### config.mk
export PLATFORM = sky130hd
export DESIGN_NAME = alu_seq_shift
export DESIGN_NICKNAME = d
export VERILOG_FILES = /design/src/rtl/alu_seq_pkg.sv /design/src/rtl/alu_shift_step.sv /design/src/rtl/alu_seq_shift.sv
export SDC_FILE = /design/constraint.sdc
export NUM_CORES = 1
export LEC_CHECK = 0
export ABC_CLOCK_PERIOD_IN_PS = 5900
export CORE_MARGIN = 2
export CORE_UTILIZATION = 43
export DETAILED_ROUTE_END_ITERATION = 10
export HOLD_SLACK_MARGIN = 0.08
export PLACE_DENSITY = 0.69
export REMOVE_ABC_BUFFERS = 1
export SETUP_SLACK_MARGIN = 0.3
export SYNTH_ARGS = -nofsm -noshare
export SYNTH_HDL_FRONTEND = slang
export SYNTH_SLANG_ARGS = --single-unit
### constraint.sdc
create_clock -name clk -period 5.9 [get_ports clk]
set_clock_uncertainty 0.1 [all_clocks]
set_input_delay 1.475 -clock clk [delete_from_list [all_inputs] [get_ports clk]]
set_output_delay 1.475 -clock clk [all_outputs]
set_load 0.02 [all_outputs]
### src/rtl/alu_seq_pkg.sv
// Shared op codes and FSM state encoding for the sequential NOT/shift/rotate ALU.
package alu_seq_pkg;

  typedef enum logic [1:0] {
    ALU_OP_NOT = 2'b00,
    ALU_OP_SHL = 2'b01,
    ALU_OP_SHR = 2'b10,
    ALU_OP_ROL = 2'b11
  } alu_op_e;

  typedef enum logic {
    ST_IDLE  = 1'b0,
    ST_SHIFT = 1'b1
  } alu_state_e;

endpackage

### src/rtl/alu_shift_step.sv
// Combinational single-position shift/rotate step with the bit moved out as carry.
// The rotate path is only built when ALU_SEQ_ROTATE_EN is defined.
module alu_shift_step
  import alu_seq_pkg::*;
#(
  parameter int WIDTH = 5
) (
  input  logic [WIDTH-1:0] work,
  input  alu_op_e          op,
  output logic [WIDTH-1:0] work_next,
  output logic             carry
);

  always_comb begin
    work_next = work;
    carry     = 1'b0;
    case (op)
      ALU_OP_SHL: begin
        carry     = work[WIDTH-1];
        work_next = {work[WIDTH-2:0], 1'b0};
      end
      ALU_OP_SHR: begin
        carry     = work[0];
        work_next = {1'b0, work[WIDTH-1:1]};
      end
`ifdef ALU_SEQ_ROTATE_EN
      ALU_OP_ROL: begin
        carry     = work[WIDTH-1];
        work_next = {work[WIDTH-2:0], work[WIDTH-1]};
      end
`endif
      default: ;
    endcase
  end

endmodule

### src/rtl/alu_seq_shift.sv
// Sequential NOT / logical shift / rotate ALU, one bit position per clock.
// Define ALU_SEQ_ROTATE_EN to enable ROL; otherwise op 11 completes at once with r=0.
module alu_seq_shift
  import alu_seq_pkg::*;
#(
  parameter int WIDTH = 5
) (
  input  logic             clk,
  input  logic             rst,
  input  logic             in_valid,
  output logic             in_ready,
  input  logic [1:0]       op,
  input  logic [WIDTH-1:0] a,
  input  logic [WIDTH-1:0] b,
  output logic             done,
  output logic [WIDTH-1:0] r,
  output logic             cf,
  output logic             sf,
  output logic             zf
);

  localparam logic [WIDTH-1:0] WIDTH_CNT = WIDTH'(WIDTH);
  localparam logic [WIDTH-1:0] ONE_CNT   = WIDTH'(1);

  alu_state_e       state;
  alu_op_e          op_q;
  alu_op_e          op_in;
  logic [WIDTH-1:0] work;
  logic [WIDTH-1:0] cnt;
  logic [WIDTH-1:0] n;
  logic [WIDTH-1:0] imm_r;
  logic             imm;
  logic             accept;
  logic [WIDTH-1:0] step_work;
  logic             step_carry;

  function automatic logic sign_of(input logic [WIDTH-1:0] v);
    return v[WIDTH-1];
  endfunction

  function automatic logic zero_of(input logic [WIDTH-1:0] v);
    return (v == '0);
  endfunction

  assign in_ready = (state == ST_IDLE);
  assign accept   = in_valid && in_ready;
  assign op_in    = alu_op_e'(op);

  // Step count and the immediate-completion decision for the op being offered.
  always_comb begin
    n     = '0;
    imm   = 1'b1;
    imm_r = a;
    case (op_in)
      ALU_OP_NOT: begin
        imm_r = ~a;
      end
      ALU_OP_SHL, ALU_OP_SHR: begin
        n   = (b < WIDTH_CNT) ? b : WIDTH_CNT;
        imm = (b == '0);
      end
      ALU_OP_ROL: begin
`ifdef ALU_SEQ_ROTATE_EN
        n   = b;
        imm = (b == '0);
`else
        imm_r = '0;
`endif
      end
      default: ;
    endcase
  end

  alu_shift_step #(.WIDTH(WIDTH)) u_step (
    .work      (work),
    .op        (op_q),
    .work_next (step_work),
    .carry     (step_carry)
  );

  // Working register is pure data: loaded with the operand while idle, stepped while shifting.
  always_ff @(posedge clk) begin
    if (state == ST_IDLE) work <= a;
    else                  work <= step_work;
  end

  always_ff @(posedge clk or posedge rst) begin
    if (rst) begin
      state <= ST_IDLE;
      op_q  <= ALU_OP_NOT;
      cnt   <= '0;
      done  <= 1'b0;
      r     <= '0;
      cf    <= 1'b0;
      sf    <= 1'b0;
      zf    <= 1'b1;
    end else begin
      done <= 1'b0;
      case (state)
        ST_IDLE: begin
          if (accept) begin
            op_q <= op_in;
            cnt  <= n;
            if (imm) begin
              done <= 1'b1;
              r    <= imm_r;
              cf   <= 1'b0;
              sf   <= sign_of(imm_r);
              zf   <= zero_of(imm_r);
            end else begin
              state <= ST_SHIFT;
            end
          end
        end
        ST_SHIFT: begin
          cnt <= cnt - ONE_CNT;
          // Final step writes the stepped value straight into the result.
          if (cnt == ONE_CNT) begin
            state <= ST_IDLE;
            done  <= 1'b1;
            r     <= step_work;
            cf    <= step_carry;
            sf    <= sign_of(step_work);
            zf    <= zero_of(step_work);
          end
        end
        default: state <= ST_IDLE;
      endcase
    end
  end

endmodule
## After elaboration in Yosys (flattened, before gate mapping)

Index checks and enable logic that the tools add are counted.

- Bitwise gates (word level): 2
- Add/subtract/negate cells: 1
- Muxes and demuxes: 33
- Eq/ne operators: 9
- Order comparisons: 1
- Reduce and logical (&&, ||, !) cells: 8

Operator list:

| cell | number |
|---|---|
| $pmux 5 s2 | 4 |
| $mux 5 | 7 |
| $mux 1 | 16 |
| $logic_not 5->1 | 3 |
| $pmux 1 s2 | 6 |
| $eq 2x2->1 const B | 3 |
| $ne 2x1->1 const B | 3 |
| $eq 5x1->1 const B | 1 |
| $lt 5x3->1 const B | 1 |
| $not 5->5 | 1 |
| $sub 5x1->5 const B | 1 |
| $eq 2x1->1 const B | 2 |
| $reduce_and 3->1 | 1 |
| $logic_not 2->1 | 1 |
| $reduce_and 2->1 | 1 |
| $reduce_or 2->1 | 1 |
| $logic_and 1x1->1 | 1 |
| $not 1->1 | 1 |

- Output and inout bits: 10
- Input bits: 15
- Bits in registers: 22

## Longest topological paths before layout

Gate-level depths: netlist of the first run.

- Word-level depth: 6
- Depth in mapped cells: 7
- Gate-level depth less buffers: 6

## Cells and area by module

A second synthesis of the first run with hierarchy kept.

- Cell total of the unflattened synthesis: 131
- Area, all modules: 1244.9 µm²

By module, submodules not included:

| module | cells each | area an instance (µm²) | times used | seq. area each (µm²) |
|---|---|---|---|---|
| alu_seq_shift | 109 | 1119.8 | 1 | 501.7 |
| alu_shift_step | 22 | 125.1 | 1 | 0.0 |

## Least setup slack after synthesis of the first run

OpenSTA, ideal clock, no wires.

- Kind: input to register
- Start: in op[0]
- End: reg zf
- Required time: 5.723 ns
- Path slack: 2.922 ns
- Stages on the path: 7
- Arrival time: 2.801 ns
- Library setup time: 0.077 ns
- Cell sequence: inv_1 > ha_1 > buf_2 > a21oi_1 > o21ai_0 > or4_1 > a31oi_1

- Word-level cells in the longest chain between the ends: 6

RTL lines:

| item | line | text |
|---|---|---|
| start, declared | alu_seq_shift.sv:12 | `input logic [1:0] op,` |
| $eq 2x2->1 / $logic_not 2->1 (equally long branches) | alu_seq_shift.sv:54 | `case (op_in)` |
| $pmux 5 s2 | alu_seq_shift.sv:54 |  |
| $logic_not 5->1 | alu_seq_shift.sv:42 | `return (v == '0);` |
| $mux 1 | alu_seq_shift.sv:104 | `if (imm) begin` |
| $mux 1 | alu_seq_shift.sv:101 | `if (accept) begin` |
| $pmux 1 s2 | alu_seq_shift.sv:99 | `case (state)` |
| end signal, assigned | alu_seq_shift.sv:109 | `zf <= zero_of(imm_r);` |
| end signal, assigned | alu_seq_shift.sv:124 | `zf <= zero_of(step_work);` |
| end, declared | alu_seq_shift.sv:19 | `output logic zf` |

Several ways; a longest one is shown, not always the timed one. The select of a mux whose other input is x is not followed.
A chain may end at the register's enable or synchronous reset.

## Final worst setup path of the first run

- Start: reg state
- End: out in_ready

- Word-level cells in the longest chain between the ends: 1

RTL lines:

| item | line | text |
|---|---|---|
| start, declared | alu_seq_shift.sv:25 | `alu_state_e state;` |
| start signal, assigned | alu_seq_shift.sv:89 | `state <= ST_IDLE;` |
| start signal, assigned | alu_seq_shift.sv:111 | `state <= ST_SHIFT;` |
| start signal, assigned | alu_seq_shift.sv:119 | `state <= ST_IDLE;` |
| $not 1->1 (no source line) | -- |  |
| end, declared | alu_seq_shift.sv:11 | `output logic in_ready,` |

Every way passes these cells.

==> implementation parameters, run 1 <==
Parameter                              Value

Worst setup path
  Startpoint class of the critical path ... flop
  Setup slack of the worst register-to-register path ... 3.64 ns
  Maximum fanout encountered on the critical timing path ... 22
  Req. time, crit path ... 4.32 ns
  Worst EP arrival ... 1.96 ns
  Type of element capturing the critical path ... output port
  Critical setup path kind ... flop to output port

Synthesis
  Gate count after technology mapping ... 126
  Total of flip-flops plus latches after synthesis ... 21
  Combinational family with the most area after synthesis ... compound AO/OA/AOI/OAI gates
  Multiplexer area fraction after synthesis ... 10.3%
  Share of async-settable or async-resettable flops after synthesis ... 76.2%
  EDFF count, synth ... 0
  Commonest register cell after synthesis ... sky130_fd_sc_hd__dfrtp_1
  Post-Synthesis Cell Area ... 1200 sq um
  Share of the yosys chip area belonging to registers ... 41.8%
  Xor-xnor portion of the synthesized cell area ... 0%
  Number of warnings issued by yosys ... 0
  Yosys cell types ... 44
  Area share of fa/ha/maj cells after synthesis ... 5.21%
  Synth Area in Simple Gates ... 15.1%
  Post-Syn Area per Cell ... 9.53 sq um
  Fraction of the mapped netlist area in compound gates ... 22.0%

Detailed routing
  1st-pass router iterations ... 4
  Routed wire length per instance ... 14.6 um
  Number of DRC markers after the initial detailed-route iteration ... 20
  Met2 wirelength from detailed routing ... 1.25 mm
  Vias post-DR ... 1039
  DR top layer ... met4
  Vias per cell ... 5.80
  Residual antenna-violating net count after detailed routing ... 0
  Sum of met3 wire segment lengths after detailed routing ... 120 um
  Routed WL ... 2.62 mm
  Number of design rule violations left after detail routing ... 0
  M1 WL ... 1.20 mm

Clocking
  Clock tree sinks ... 21
  Insertion delay of the later-clocked pin in the worst-skew pair ... 0.31 ns
  Maximum clock path buffer count ... 2
  CTS Hold Bufs ... 0
  Post-CTS Setup Repair Bufs ... 0
  Deepest level of the CTS H-tree ... 1
  Total of cells resized after clock tree synthesis ... 0
  CTS tree ... yes
  CTS Buf Count ... 3
  Clock root buffer ... sky130_fd_sc_hd__clkbuf_4
  Clock-pin transition on the worst setup and hold timing paths ... 0.11 ns

Die
  Horizontal die dimension ... 56.9 um
  Number of standard-cell rows in the floorplan ... 19
  Starting density of the core ... 44.3%
  Area of the core region ... 2710 sq um
  Y dimension of the die ... 56.9 um
  Area enclosed by the die boundary ... 3230 sq um
  Number of primary I/O pins ... 25

Cells and area
  Final standard cell utilization of the core ... 54.3%
  Fillcell total ... 263
  Number of antenna repair diodes ... 0
  Post-route insts no fill ... 179
  Relative area change from synthesis to final layout ... 22.6%
  Share of cells above drive strength 1 ... 12.8%
  # nets final ... 169

STA
  Actual transition at the worst max-transition pin ... 0.694 ns
  Number of hold violations in the final report ... 0
  Number of pins with negative max-slew slack in the final report ... 0
  RSZ-0062 raised after global routing ... false
  Fin worst setup slack ... 2.36 ns
  Clock period minus worst slack ... 3.54 ns
  Slew headroom ... 53.7%
  Final setup violating endpoints ... 0
  Highest clock rate ... 0.283 GHz
  Post-Route Setup TNS ... 0 ns
  Post-route fraction of the period consumed by the critical path ... 59.9%

Global route
  Global-route wire length before repair ... 4.49 mm
  Vias in the first global route ... 1008
  Remaining Overflow, GRT ... 0
  Largest net degree at the start of global routing ... 23
  Initial antenna violation count ... 0
  Aggregate global-route resource usage ... 18.0%

Status
  Outcome ... finished, final reports clean

Pwr
  Maximum resistive drop on vdd ... 306 uV
  Leakage power figure ... 0.625 nW
  Power per standard cell area ... 535 nW/um^2
  Final Total Pwr ... 0.788 mW

Placement
  Number of placed instances with taps included ... 175
  Count of buffers inserted at the top-level ports ... 24
  Gpl congestion ... 0.823
  Post-placement worst setup slack ... 2.20 ns
  Detailed placement HPWL ... 1.99 mm

Job
  Max-cap violations ... 0

Hold path
  Worst hold path class ... flop to flop
[cell usage after synthesis, types with 2 or more instances]
library cell               count  share of area, %
sky130_fd_sc_hd__nor2_1        6               1.9
sky130_fd_sc_hd__nand2_1      13               4.1
sky130_fd_sc_hd__nand2b_1      2               1.0
sky130_fd_sc_hd__o22ai_1       2               1.0
sky130_fd_sc_hd__dfrtp_1      15                31
sky130_fd_sc_hd__ha_1          5               5.2
sky130_fd_sc_hd__buf_2         3               1.2
sky130_fd_sc_hd__a22oi_1       3               1.9
sky130_fd_sc_hd__a21oi_1       9               3.7
sky130_fd_sc_hd__nor3_1        2              0.83
sky130_fd_sc_hd__mux2_2       10               9.4
sky130_fd_sc_hd__o21ai_0      11               4.6
sky130_fd_sc_hd__inv_1         8               2.5
sky130_fd_sc_hd__dfxtp_1       5               8.3
sky130_fd_sc_hd__nand3_1       2              0.83
sky130_fd_sc_hd__buf_4         2               1.2
[metrics by stage]
stage / hold WS [ns] / area, sq um
after floorplan: 0.352 / 1170
after CTS: 0.401 / 1470
after global placement: 0.386 / 1450
after detailed placement: 0.385 / 1450
final: 0.396 / 1470
after global routing: 0.445 / 1470
[worst paths after layout]
path	cells after the start	startpoint	end
min in group asynchronous	2	rst	r[2]$_DFFE_PP0P_
max in group asynchronous	2	rst	op_q[0]$_DFFE_PP0P_
setup / recovery	2	state$_DFF_PP0_	in_ready
setup reg to reg	6	op_q[0]$_DFFE_PP0P_	zf$_DFFE_PP1P_
hold reg to reg	1	cnt[4]$_DFFE_PP0P_	cnt[4]$_DFFE_PP0P_
hold / removal	1	cnt[4]$_DFFE_PP0P_	cnt[4]$_DFFE_PP0P_
[per-layer routing]
| layer | global-route usage, % | vias up |
|---|---|---|
| li1 | - | 503 |
| met1 | 21.6 | 504 |
| met2 | 30.7 | 25 |
| met3 | 3.92 | 7 |
| met4 | 7.64 | 0 |
| met5 | 0 | - |
[logic make-up (layout without fill, tap and decap cells)]
| family | after synthesis | after routing |
|---|---|---|
| simple gates | 35 | 35 |
| fa+ha+maj | 5 | 5 |
| buf+inv | 15 | 37 |
| flops | 21 | 21 |
| compound gates | 39 | 39 |
| mux | 11 | 11 |
[cell type report]
class                   count  area (sq um)  share of cell area [%]
flip-flops and latches     21           502                    34.1
repair buffers             24           240                    16.3
clock buffers               4          26.3                    1.78
inverters                   9          33.8                    2.29
well taps                  31          38.8                    2.63
multi-input cells          90           632                    42.9
[layout by cell type (no fill, tap or decap), drive strengths merged, types with 5 or more instances in the layout]
master | Yosys | final
clkdlybuf4s50 | 0 | 24
dfrtp | 15 | 15
nand2 | 13 | 13
o21ai | 11 | 11
mux2 | 11 | 11
a21oi | 9 | 9
inv | 9 | 9
nor2 | 6 | 6
ha | 5 | 5
dfxtp | 5 | 5
[power by group]
| part | internal [mW] | switching (mW) | total [mW] | leakage [nW] |
|---|---|---|---|---|
| Sequential | 0.215 | 0.0664 | 0.282 | 0.240 |
| Clock | 0.0264 | 0.0442 | 0.0707 | 0.0150 |
| Combinational | 0.218 | 0.218 | 0.436 | 0.370 |
[sequential cells by signal, indices dropped and copies added (netlist names)]
register  cells
state         1
cf            1
op_q          2
done          1
zf            1
work          5
cnt           5
r             5
[worst max-delay path, cell delays in order (launching register included)]
cell,delay [ns]
sky130_fd_sc_hd__dfrtp_1,0.81
sky130_fd_sc_hd__inv_2,0.24
sky130_fd_sc_hd__clkdlybuf4s50_1,0.60
Power figures use the tool's default switching activity.
==> run 2, diff against run 1 <==
--- a/config.mk
+++ b/config.mk
@@ -5,7 +5,7 @@
 export SDC_FILE = /design/constraint.sdc
 export NUM_CORES = 1
 export LEC_CHECK = 0
-export ABC_CLOCK_PERIOD_IN_PS = 5900
+export ABC_CLOCK_PERIOD_IN_PS = 3600
 export CORE_MARGIN = 2
 export CORE_UTILIZATION = 43
 export DETAILED_ROUTE_END_ITERATION = 10
==> constraint.sdc (replaced) <==
create_clock -name clk -period 3.6 [get_ports clk]
set_clock_uncertainty 0.1 [all_clocks]
set_input_delay 0.9 -clock clk [delete_from_list [all_inputs] [get_ports clk]]
set_output_delay 0.9 -clock clk [all_outputs]
set_load 0.02 [all_outputs]
==> run 2 against run 1 <==
- first-iteration DRC count increased by 15%
- count of clock-buffer cells in the layout shrank 1
- cell area rose by 0.59%
- critical endpoint is now zf$_DFFE_PP1P_
- sequential power up 52%
==> implementation parameters, run 2 (synthesized netlist as in run 1, its figures left out) <==
Parameter                              Value

Die
  Number of standard-cell rows in the floorplan ... 19 (unchanged)
  Area of the core region ... 2710 sq um (unchanged)
  Horizontal die dimension ... 56.9 um (unchanged)
  Number of primary I/O pins ... 25 (unchanged)
  Area enclosed by the die boundary ... 3230 sq um (unchanged)
  Starting density of the core ... 44.3% (unchanged)
  Y dimension of the die ... 56.9 um (unchanged)

Clocking
  Total of cells resized after clock tree synthesis ... 0 (unchanged)
  CTS tree ... yes
  Post-CTS Setup Repair Bufs ... 0 (unchanged)
  CTS Hold Bufs ... 0 (unchanged)
  Deepest level of the CTS H-tree ... 1 (unchanged)
  Clock-pin transition on the worst setup and hold timing paths ... 0.12 ns (about the same)
  Clock tree sinks ... 21 (unchanged)
  Clock root buffer ... sky130_fd_sc_hd__clkbuf_4
  Insertion delay of the later-clocked pin in the worst-skew pair ... 0.31 ns (about the same)
  Maximum clock path buffer count ... 2 (unchanged)
  CTS Buf Count ... 3 (unchanged)

Cells and area
  Most frequent standard cell in the layout excluding fill and tap cells ... sky130_fd_sc_hd__clkdlybuf4s50_1
  Biggest registers after layout ... cnt: 5 flops, r: 5 flops, work: 5 flops
  Fillcell total ... 276 (+4.9%)
  Most used cells in the layout excluding fill and tap cells ... sky130_fd_sc_hd__clkdlybuf4s50_1 (24), sky130_fd_sc_hd__dfrtp_1 (15), sky130_fd_sc_hd__nand2_1 (13)
  Relative area change from synthesis to final layout ... 23.3%
  Final instance area ... 1480 sq um (+0.59%)
  # nets final ... 170 (+0.59%)
  Final standard cell utilization of the core ... 54.7% (+0.32 points)
  Share of cells above drive strength 1 ... 14.1% (+1.3 points)
  Number of antenna repair diodes ... 0 (unchanged)

Global route
  Initial antenna violation count ... 0 (unchanged)
  Vias in the first global route ... 1055 (+4.7%)
  Aggregate global-route resource usage ... 18.6% (+0.64 points)
  Global-route wire length before repair ... 4.71 mm (+4.8%)
  Remaining Overflow, GRT ... 0 (unchanged)
  Largest net degree at the start of global routing ... 23 (unchanged)

Job
  Max-cap violations ... 0 (unchanged)

Worst setup path
  Startpoint class of the critical path ... primary input
  Worst EP arrival ... 2.93 ns (+0.97 ns)
  Max stage delay on crit path ... 0.52 ns (-0.29 ns)
  Maximum fanout encountered on the critical timing path ... 11 (-50%)
  Req. time, crit path ... 3.75 ns (-0.57 ns)
  Critical setup path kind ... primary input to flop
  Top cell family by delay on the critical path ... simple AND/OR/NAND/NOR gates
  Cells along the critical path ... clkdlybuf4s50_1 > inv_1 > ha_1 > nand2b_1 > o21ai_0 > or4_1 > a31oi_1
  Buffers plus inverters on the worst setup path ... 2 (unchanged)
  Type of element capturing the critical path ... flop
  Library cell contributing the largest single delay on the critical path ... sky130_fd_sc_hd__or4_1

Hold path
  Worst hold path class ... flop to flop

STA
  RSZ-0062 raised after global routing ... false
  Slew headroom ... 59.6% (+5.8 points)
  Post-Route Setup TNS ... 0 ns (unchanged)
  Post-route fraction of the period consumed by the critical path ... 77.5%
  Number of hold violations in the final report ... 0 (unchanged)
  Final setup violating endpoints ... 0 (unchanged)
  Number of pins with negative max-slew slack in the final report ... 0 (unchanged)
  Clock period minus worst slack ... 2.79 ns
  Highest clock rate ... 0.359 GHz
  Actual transition at the worst max-transition pin ... 0.606 ns (-0.0883 ns)

Detailed routing
  Vias post-DR ... 1027 (-1.2%)
  Routed wire length per instance ... 14.6 um (-0.33%)
  Routed WL ... 2.62 mm (+0.23%)
  1st-pass router iterations ... 4 (unchanged)
  Number of design rule violations left after detail routing ... 0 (unchanged)
  Residual antenna-violating net count after detailed routing ... 0 (unchanged)
  Number of DRC markers after the initial detailed-route iteration ... 23 (+15%)
  Vias per cell ... 5.71 (-1.7%)

Pwr
  Leakage power figure ... 0.632 nW (+1.2%)
  Final Total Pwr ... 1.30 mW (+65%)
  Power per standard cell area ... 879 nW/um^2 (+64%)
  Maximum resistive drop on vdd ... 539 uV (+76%)

Placement
  Detailed placement HPWL ... 2.01 mm (+1.2%)
  Cell area after placement ... 1450 sq um (+0.52%)
  Gpl congestion ... 0.820 (-0.29%)
  Count of buffers inserted at the top-level ports ... 24 (unchanged)

Status
  Outcome ... finished, final reports clean
## run 2: metal layers
metal | up-vias | track usage, % | part of all wire (%)
li1 | 507 | - | -
met1 | 488 | 23.3 | 44
met2 | 29 | 31.6 | 50
met3 | 3 | 3.23 | 4.6
met4 | 0 | 7.64 | 1.2
met5 | - | 0 | 0
## run 2: worst paths after layout
check,from,endpoint,slack [ns],cells past startpoint
max,op[0],zf$_DFFE_PP1P_,0.81,7
min,cnt[4]$_DFFE_PP0P_,cnt[4]$_DFFE_PP0P_,0.41,1
max reg2reg,op_q[0]$_DFFE_PP0P_,zf$_DFFE_PP1P_,1.34,6
min reg2reg,cnt[4]$_DFFE_PP0P_,cnt[4]$_DFFE_PP0P_,0.41,1
max in group asynchronous,rst,op_q[1]$_DFFE_PP0P_,2.17,2
min in group asynchronous,rst,r[0]$_DFFE_PP0P_,0.83,2
## run 2: worst reg2reg max path: cells and delay by family, from the launching register on
family	cells	cell delay (ns)
compound gates	3	0.75
flops	1	0.38
fa+ha+maj	1	0.43
buf+inv	1	0.06
simple gates	1	0.46
## run 2: cell type report
| cell class | count | area, sq um | share of cell area, % |
|---|---|---|---|
| tap | 31 | 38.8 | 2.62 |
| inverter | 9 | 33.8 | 2.28 |
| multi-input combinational | 90 | 632 | 42.7 |
| sequential | 21 | 502 | 33.9 |
| clock inverter | 1 | 5.00 | 0.338 |
| clock buffer | 3 | 22.5 | 1.52 |
| timing repair buffer | 25 | 248 | 16.7 |
## run 2: per-stage QoR
step / setup WS [ns] / hold slack (ns) / std cells
floorplan: 1.15 / 0.352 / 120
global placement: 0.564 / 0.387 / 176
detailed placement: 0.471 / 0.395 / 176
CTS: 0.818 / 0.412 / 180
global route: 0.706 / 0.453 / 180
finish: 0.811 / 0.413 / 180
## run 2: where the power goes
group / leakage [nW] / switching [mW] / internal (mW)
clock: 0.0177 / 0.0746 / 0.0416
sequential: 0.240 / 0.0773 / 0.353
combinational: 0.375 / 0.391 / 0.364
==> run 3, diff against run 2 <==
--- a/config.mk
+++ b/config.mk
@@ -5,7 +5,7 @@
 export SDC_FILE = /design/constraint.sdc
 export NUM_CORES = 1
 export LEC_CHECK = 0
-export ABC_CLOCK_PERIOD_IN_PS = 3600
+export ABC_CLOCK_PERIOD_IN_PS = 2650
 export CORE_MARGIN = 2
 export CORE_UTILIZATION = 43
 export DETAILED_ROUTE_END_ITERATION = 10
==> constraint.sdc (replaced) <==
create_clock -name clk -period 2.65 [get_ports clk]
set_clock_uncertainty 0.1 [all_clocks]
set_input_delay 0.6625 -clock clk [delete_from_list [all_inputs] [get_ports clk]]
set_output_delay 0.6625 -clock clk [all_outputs]
set_load 0.02 [all_outputs]
==> run 3 against run 2 <==
- register-to-register slack lost 0.90 ns
- flip-flop and latch count stayed put
- via count up 5.9%
- clock power rose by 33%
- cell area grew 5.9%
- combinational power up 42%
- count of clock-buffer cells in the layout is the same
- global-route usage decreased by 0.66 points
- critical path type unchanged
- critical endpoint is now r[1]$_DFFE_PP0P_
- largest cell class unchanged
==> implementation parameters, run 3 (synthesized netlist as in run 1, its figures left out) <==
Parameter                              Value

Status
  Outcome ... finished, final reports clean

Clocking
  CTS tree ... yes
  Clock tree sinks ... 21 (unchanged)
  Clock root buffer ... sky130_fd_sc_hd__clkbuf_4
  Deepest level of the CTS H-tree ... 1 (unchanged)
  Insertion delay of the later-clocked pin in the worst-skew pair ... 0.30 ns (about the same)
  CTS Buf Count ... 3 (unchanged)
  Clock-pin transition on the worst setup and hold timing paths ... 0.12 ns (about the same)
  Maximum clock path buffer count ... 2 (unchanged)
  Post-CTS Setup Repair Bufs ... 0 (unchanged)

STA
  Slew headroom ... 59.9% (+0.36 points)
  Number of pins with negative max-slew slack in the final report ... 0 (unchanged)
  Fin worst setup slack ... 0.345 ns (-0.465 ns)
  Clock period minus worst slack ... 2.30 ns
  Hold slack final ... 0.398 ns (-0.0149 ns)
  Post-route fraction of the period consumed by the critical path ... 87.0%
  Post-Route Setup TNS ... 0 ns (unchanged)
  Actual transition at the worst max-transition pin ... 0.601 ns (-0.00533 ns)
  RSZ-0062 raised after global routing ... false
  Final setup violating endpoints ... 0 (unchanged)
  Highest clock rate ... 0.434 GHz
  Number of hold violations in the final report ... 0 (unchanged)

Worst setup path
  Startpoint class of the critical path ... primary input
  Req. time, crit path ... 2.75 ns (-1.00 ns)
  Maximum fanout encountered on the critical timing path ... 8 (-3)
  Worst EP arrival ... 2.41 ns (-0.52 ns)
  Cells along the critical path ... clkdlybuf4s50_1 > or3_4 > o31ai_4 > a22o_1 > buf_6 > mux2_2
  Type of element capturing the critical path ... flop
  Max stage delay on crit path ... 0.42 ns (-0.10 ns)
  Library cell contributing the largest single delay on the critical path ... sky130_fd_sc_hd__clkdlybuf4s50_1
  Critical setup path kind ... primary input to flop

Placement
  Number of placed instances with taps included ... 182 (+3.4%)
  Gpl congestion ... 0.865 (+5.4%)
  Count of buffers inserted at the top-level ports ... 24 (unchanged)
  Cell area after placement ... 1500 sq um (+3.1%)
  Post-placement worst setup slack ... -0.0916 ns (-0.563 ns)
  Detailed placement HPWL ... 2.06 mm (+2.2%)

Cells and area
  Share of cells above drive strength 1 ... 20.6% (+6.6 points)
  # nets final ... 176 (+3.5%)
  Biggest registers after layout ... cnt: 5 flops, r: 5 flops, work: 5 flops
  Most frequent standard cell in the layout excluding fill and tap cells ... sky130_fd_sc_hd__clkdlybuf4s50_1
  Post-route insts no fill ... 186 (+3.3%)
  Relative area change from synthesis to final layout ... 30.6%
  Final instance area ... 1570 sq um (+5.9%)
  Number of antenna repair diodes ... 0 (unchanged)
  Most used cells in the layout excluding fill and tap cells ... sky130_fd_sc_hd__clkdlybuf4s50_1 (23), sky130_fd_sc_hd__dfrtp_1 (15), sky130_fd_sc_hd__nand2_1 (13)
  Final standard cell utilization of the core ... 57.9% (+3.2 points)

Die
  Y dimension of the die ... 56.9 um (unchanged)
  Horizontal die dimension ... 56.9 um (unchanged)
  Starting density of the core ... 44.3% (unchanged)
  Number of standard-cell rows in the floorplan ... 19 (unchanged)
  Area of the core region ... 2710 sq um (unchanged)
  Number of primary I/O pins ... 25 (unchanged)
  Area enclosed by the die boundary ... 3230 sq um (unchanged)

Detailed routing
  Vias post-DR ... 1088 (+5.9%)
  Vias per cell ... 5.85 (+2.5%)
  Residual antenna-violating net count after detailed routing ... 0 (unchanged)
  Routed wire length per instance ... 14.6 um (+0.39%)
  Number of design rule violations left after detail routing ... 0 (unchanged)
  Routed WL ... 2.72 mm (+3.7%)
  1st-pass router iterations ... 4 (unchanged)
  Number of DRC markers after the initial detailed-route iteration ... 53 (+130%)

Global route
  Vias in the first global route ... 1000 (-5.2%)
  Aggregate global-route resource usage ... 17.9% (-0.66 points)
  Remaining Overflow, GRT ... 0 (unchanged)
  Global-route wire length before repair ... 4.51 mm (-4.1%)
  Initial antenna violation count ... 0 (unchanged)
  Largest net degree at the start of global routing ... 22 (-4.3%)

Pwr
  Leakage power figure ... 0.676 nW (+7.0%)
  Final Total Pwr ... 1.81 mW (+39%)
  Maximum resistive drop on vdd ... 624 uV (+16%)
  Power per standard cell area ... 1150 nW/um^2 (+31%)

Job
  Max-cap violations ... 0 (unchanged)

Hold path
  Worst hold path class ... flop to flop
[run 3: cell type report]
class	instances	area (sq um)
multi-input cells	90	668
clock buffers	3	22.5
flip-flops and latches	21	502
fillers	248	1140
repair buffers	31	299
clock inverters	1	5.00
well taps	31	38.8
inverters	9	33.8
[run 3: what timing repair did]
action,in CTS,in global routing
hold buffers,0,0
endpoints found under the setup margin,6,7
pin swaps,0,2
resized for setup,2,8
[run 3: path summary, 6_finish.rpt]
check,from,to,slack (ns),depth (start not counted)
min reg2reg,cnt[4]$_DFFE_PP0P_,cnt[4]$_DFFE_PP0P_,0.40,1
max,b[3],r[1]$_DFFE_PP0P_,0.35,6
min,cnt[4]$_DFFE_PP0P_,cnt[4]$_DFFE_PP0P_,0.40,1
max reg2reg,op_q[0]$_DFFE_PP0P_,zf$_DFFE_PP1P_,0.44,6
max in group asynchronous,rst,cnt[4]$_DFFE_PP0P_,1.46,2
min in group asynchronous,rst,r[3]$_DFFE_PP0P_,0.61,2
[run 3: routing by layer]
metal | share of wire [%] | up-vias | GRT usage, %
met5 | 0 | - | 0
met4 | 3.0 | 0 | 7.31
met3 | 6.6 | 12 | 3.92
met2 | 48 | 58 | 30.2
met1 | 43 | 502 | 22.2
li1 | - | 516 | -
[run 3: critical path: cells and delay by family]
family	cells	cell delay, ns
mux	1	0.34
buf+inv	2	0.56
compound gates	2	0.44
simple gates	1	0.41
[run 3: where the power goes]
group / switching, mW / leakage, nW / internal [mW]
Combinational: 0.538 / 0.419 / 0.527
Clock: 0.0977 / 0.0177 / 0.0563
Sequential: 0.110 / 0.240 / 0.480
Total: 0.746 / 0.676 / 1.06
==> RTL edit 1: new RTL, config.mk and constraints of run 2 <==
`WIDTH` is set to 5 in 2 places; all go to 10.
--- a/src/rtl/alu_shift_step.sv
+++ b/src/rtl/alu_shift_step.sv
@@ -3,7 +3,7 @@
 module alu_shift_step
   import alu_seq_pkg::*;
 #(
-  parameter int WIDTH = 5
+  parameter int WIDTH = 10
 ) (
   input  logic [WIDTH-1:0] work,
   input  alu_op_e          op,
--- a/src/rtl/alu_seq_shift.sv
+++ b/src/rtl/alu_seq_shift.sv
@@ -3,7 +3,7 @@
 module alu_seq_shift
   import alu_seq_pkg::*;
 #(
-  parameter int WIDTH = 5
+  parameter int WIDTH = 10
 ) (
   input  logic             clk,
   input  logic             rst,
Ports: changed (resized a, b and r); port bits go from 25 to 40. The function was not compared with the original's and may differ.
==> RTL edit 1 against run 2 <==
Count of clock-buffer cells in the layout is 5 higher; synthesized cell count is 89% higher; via count is 77% higher; combinational power is 70% higher; sequential cell count is 15 higher; power is 77% higher; worst setup slack worse by 0.060 ns; clock power grew to 2.5 times the old value; routed wire length is 80% higher; area after synthesis is 75% higher; final cell count is 90% higher; design area is 77% higher; critical path type unchanged; largest cell class unchanged; highest routed layer unchanged.
==> RTL edit 1: results <==
export IMPL_status="completed"
export IMPL_ir_worst_vdd_mv=0.492
export IMPL_synth_xor_area_share_pct=1.25
export IMPL_gp_congestion=0.851
export IMPL_worstPathArrival_ns=2.92
export IMPL_cts_clk_slew_worst_paths_ns=0.07
export IMPL_swShare_pct=41.3
export IMPL_synthCells=238
export IMPL_fin_cells=342
export IMPL_max_stage_delay_ns=0.43
export IMPL_post_dp_hpwl_um=3440
export IMPL_power_mw=2.30
export IMPL_drt_total_wl_um=4730
export IMPL_pre_cts_slack_ns=0.459
export IMPL_muxShareOfSynthArea_pct=6.80
export IMPL_synthAdderAreaFrac_pct=2.98
export IMPL_grt_max_degree=40
export IMPL_ys_types=49
export IMPL_synthTopCellsByCount="o21ai_0, dfrtp_1, nand2_1, inv_1, nor2_1"
export IMPL_ys_async_sr_fraction_pct=72.2
export IMPL_stdcell_area_mm2=0.00262
export IMPL_dp_cells=334
export IMPL_cts_root_buf="clkbuf_8"
export IMPL_clock_latency_ns=0.28
export IMPL_synth_compound_area_share_pct=22.7
export IMPL_fin_nets=304
export IMPL_synth_area_top_cells="dfrtp_1, dfxtp_1, o21ai_0"
export IMPL_drt_iter0_drc=153
export IMPL_clk_power_uw=293
export IMPL_slowest_stage="clkdlybuf4s50_1"
export IMPL_relSlewSlack_pct=62.0
export IMPL_grtUsageTotal_pct=19.0
export IMPL_numCtsBuffers=5
-- RTL edit 1: cell types whose count changed after synthesis, sizes merged, moves of 5 or more --
cell           run 2  this run
clkbuf             0        12
dfrtp             15        25
dfxtp              5        10
inv                9        21
nand2             13        23
nor2               6        18
o21ai             11        27
or3                1         7
-- RTL edit 1: layout make-up --
type	instances	share of cell area, %
Multi-Input combinational cell	166	41.6
Sequential cell	36	32.5
Timing Repair Buffer	44	16.3
Clock buffer	8	3.44
Tap cell	67	3.20
Inverter	21	3.01
-- RTL edit 1: metal layers --
metal / vias to the layer above / routed length [um] / global-route usage, % / part of all wire [%]
met3: 5 / 216 / 4.39 / 4.6
li1: 922 / - / - / -
met2: 46 / 2150 / 27.9 / 45
met1: 843 / 2310 / 27.7 / 49
met4: 0 / 59 / 6.06 / 1.2
met5: - / 0 / 0 / 0
-- RTL edit 1: worst paths after layout --
path	cells after the start	end	start	slack [ns]
min in group asynchronous	3	cnt[8]$_DFFE_PP0P_	rst	0.88
setup reg to reg	6	r[4]$_DFFE_PP0P_	cnt[4]$_DFFE_PP0P_	1.08
setup / recovery	6	r[4]$_DFFE_PP0P_	b[2]	0.75
max in group asynchronous	3	zf$_DFFE_PP1P_	rst	2.22
hold reg to reg	1	cnt[9]$_DFFE_PP0P_	cnt[9]$_DFFE_PP0P_	0.38
hold / removal	1	cnt[9]$_DFFE_PP0P_	cnt[9]$_DFFE_PP0P_	0.38
-- RTL edit 1: worst reg2reg max path, cell delays in order, from the launching register on --
cell and delay, ns:
dfrtp_1 0.41, or3_1 0.38, or3_4 0.36, o21a_4 0.25, nor3_4 0.33, buf_4 0.27, mux2_4 0.32
==> RTL edit 2: new RTL, flow settings as in run 2 <==
Without the edit above. Reset style: synchronous (`rst`), changed in one clocked block.
--- a/src/rtl/alu_seq_shift.sv
+++ b/src/rtl/alu_seq_shift.sv
@@ -84,7 +84,7 @@
     else                  work <= step_work;
   end
 
-  always_ff @(posedge clk or posedge rst) begin
+  always_ff @(posedge clk) begin
     if (rst) begin
       state <= ST_IDLE;
       op_q  <= ALU_OP_NOT;
Check against the original RTL: differs if rst is asserted again (counterexample within 4 cycles, from zero or initial values and one cycle with rst high); with rst held inactive, the same outputs for 10 cycles.
==> RTL edit 2 against run 2 <==
Worst setup slack better by 0.085 ns; design area down 1.2%; area after synthesis down 2.0%; critical path type unchanged; hold slack worse by 0.053 ns; first-iteration DRC count up 8.7%; sequential cell count unchanged; routed wire length down 4.7%.
Power is not compared: it rests on default switching activity, and its combinational part moved more than twofold at a synthesized area within 25%.
==> RTL edit 2: results <==
export IMPL_holdPathStages=2
export IMPL_met3_usage_pct=5.30
export IMPL_grtUsageTotal_pct=16.9
export IMPL_synth_compound_area_share_pct=24.7
export IMPL_r2r_start="op_q[0]$_SDFFE_PP0P_"
export IMPL_max_stage_delay_ns=0.48
export IMPL_status="completed"
export IMPL_critPathMaxFanout=10
export IMPL_tightest_slew_ns=0.663
export IMPL_worstHoldStart="r[0]$_SDFFE_PP0P_"
export IMPL_ys_types=34
export IMPL_met1_usage_pct=22.8
export IMPL_grt_pass1_wl_um=4260
export IMPL_drt_iter0_drc=25
export IMPL_fin_nets=190
export IMPL_wl_per_cell_um=12.6
export IMPL_grt_pass1_vias=972
export IMPL_ys_async_sr_fraction_pct=0
export IMPL_ys_seq_area_share_pct=35.7
export IMPL_worstPathArrival_ns=2.84
export IMPL_met3_length_um=146
export IMPL_synth_area_top_cells="dfxtp_1, nand2_1, a21oi_1"
export IMPL_hold_slack_ns=0.361
export IMPL_slowest_stage="clkdlybuf4s50_1"
export IMPL_muxShareOfSynthArea_pct=3.83
export IMPL_synth_ff_type="dfxtp_1"
export IMPL_grt_max_degree=26
export IMPL_met1_length_um=1220
-- RTL edit 2: changes by cell type in the layout (fill, tap and decap cells not counted), sizes merged, moves of 3 or more --
| cell | change |
|---|---|
| dfxtp | +16 |
| a21oi | +5 |
| or3 | +3 |
| mux2 | -7 |
| nor3 | +3 |
| dfrtp | -15 |
| a22oi | +3 |
| nor2 | +12 |
| nand2 | +6 |
-- RTL edit 2: cell type report --
| class | count | area [um2] | area share (%) |
|---|---|---|---|
| clock buffers | 3 | 22.5 | 1.54 |
| clock inverters | 1 | 5.00 | 0.342 |
| inverters | 8 | 30.0 | 2.05 |
| multi-input cells | 109 | 686 | 46.8 |
| flip-flops and latches | 21 | 420 | 28.7 |
| well taps | 30 | 37.5 | 2.56 |
| repair buffers | 27 | 263 | 17.9 |
-- RTL edit 2: critical path, delay by kind of cell --
family                     cells  cell delay (ns)
adders and majority gates      1             0.43
buffers and inverters          2             0.53
and+or+nand+nor                3             0.61
AOI/OAI and AO/OA              2             0.37
-- RTL edit 2: metrics by stage --
stage	util, %	std cells	cell area (um2)	setup slack [ns]
2_1_floorplan	-	138	1140	1.22
3_3_place_gp	56.4	195	1440	0.630
3_5_place_dp	56.4	195	1440	0.586
4_1_cts	57.5	199	1460	0.922
5_1_grt	57.5	199	1460	0.795
6_report	57.5	199	1460	0.896
-- RTL edit 2: how the worst max path moves through the flow --
stage / to / cells after the start
floorplan: r[1]$_SDFFE_PP0P_ / 7
global placement: r[2]$_SDFFE_PP0P_ / 8
detailed placement: r[1]$_SDFFE_PP0P_ / 8
CTS: r[1]$_SDFFE_PP0P_ / 8
global route: r[1]$_SDFFE_PP0P_ / 8
finish: r[1]$_SDFFE_PP0P_ / 8
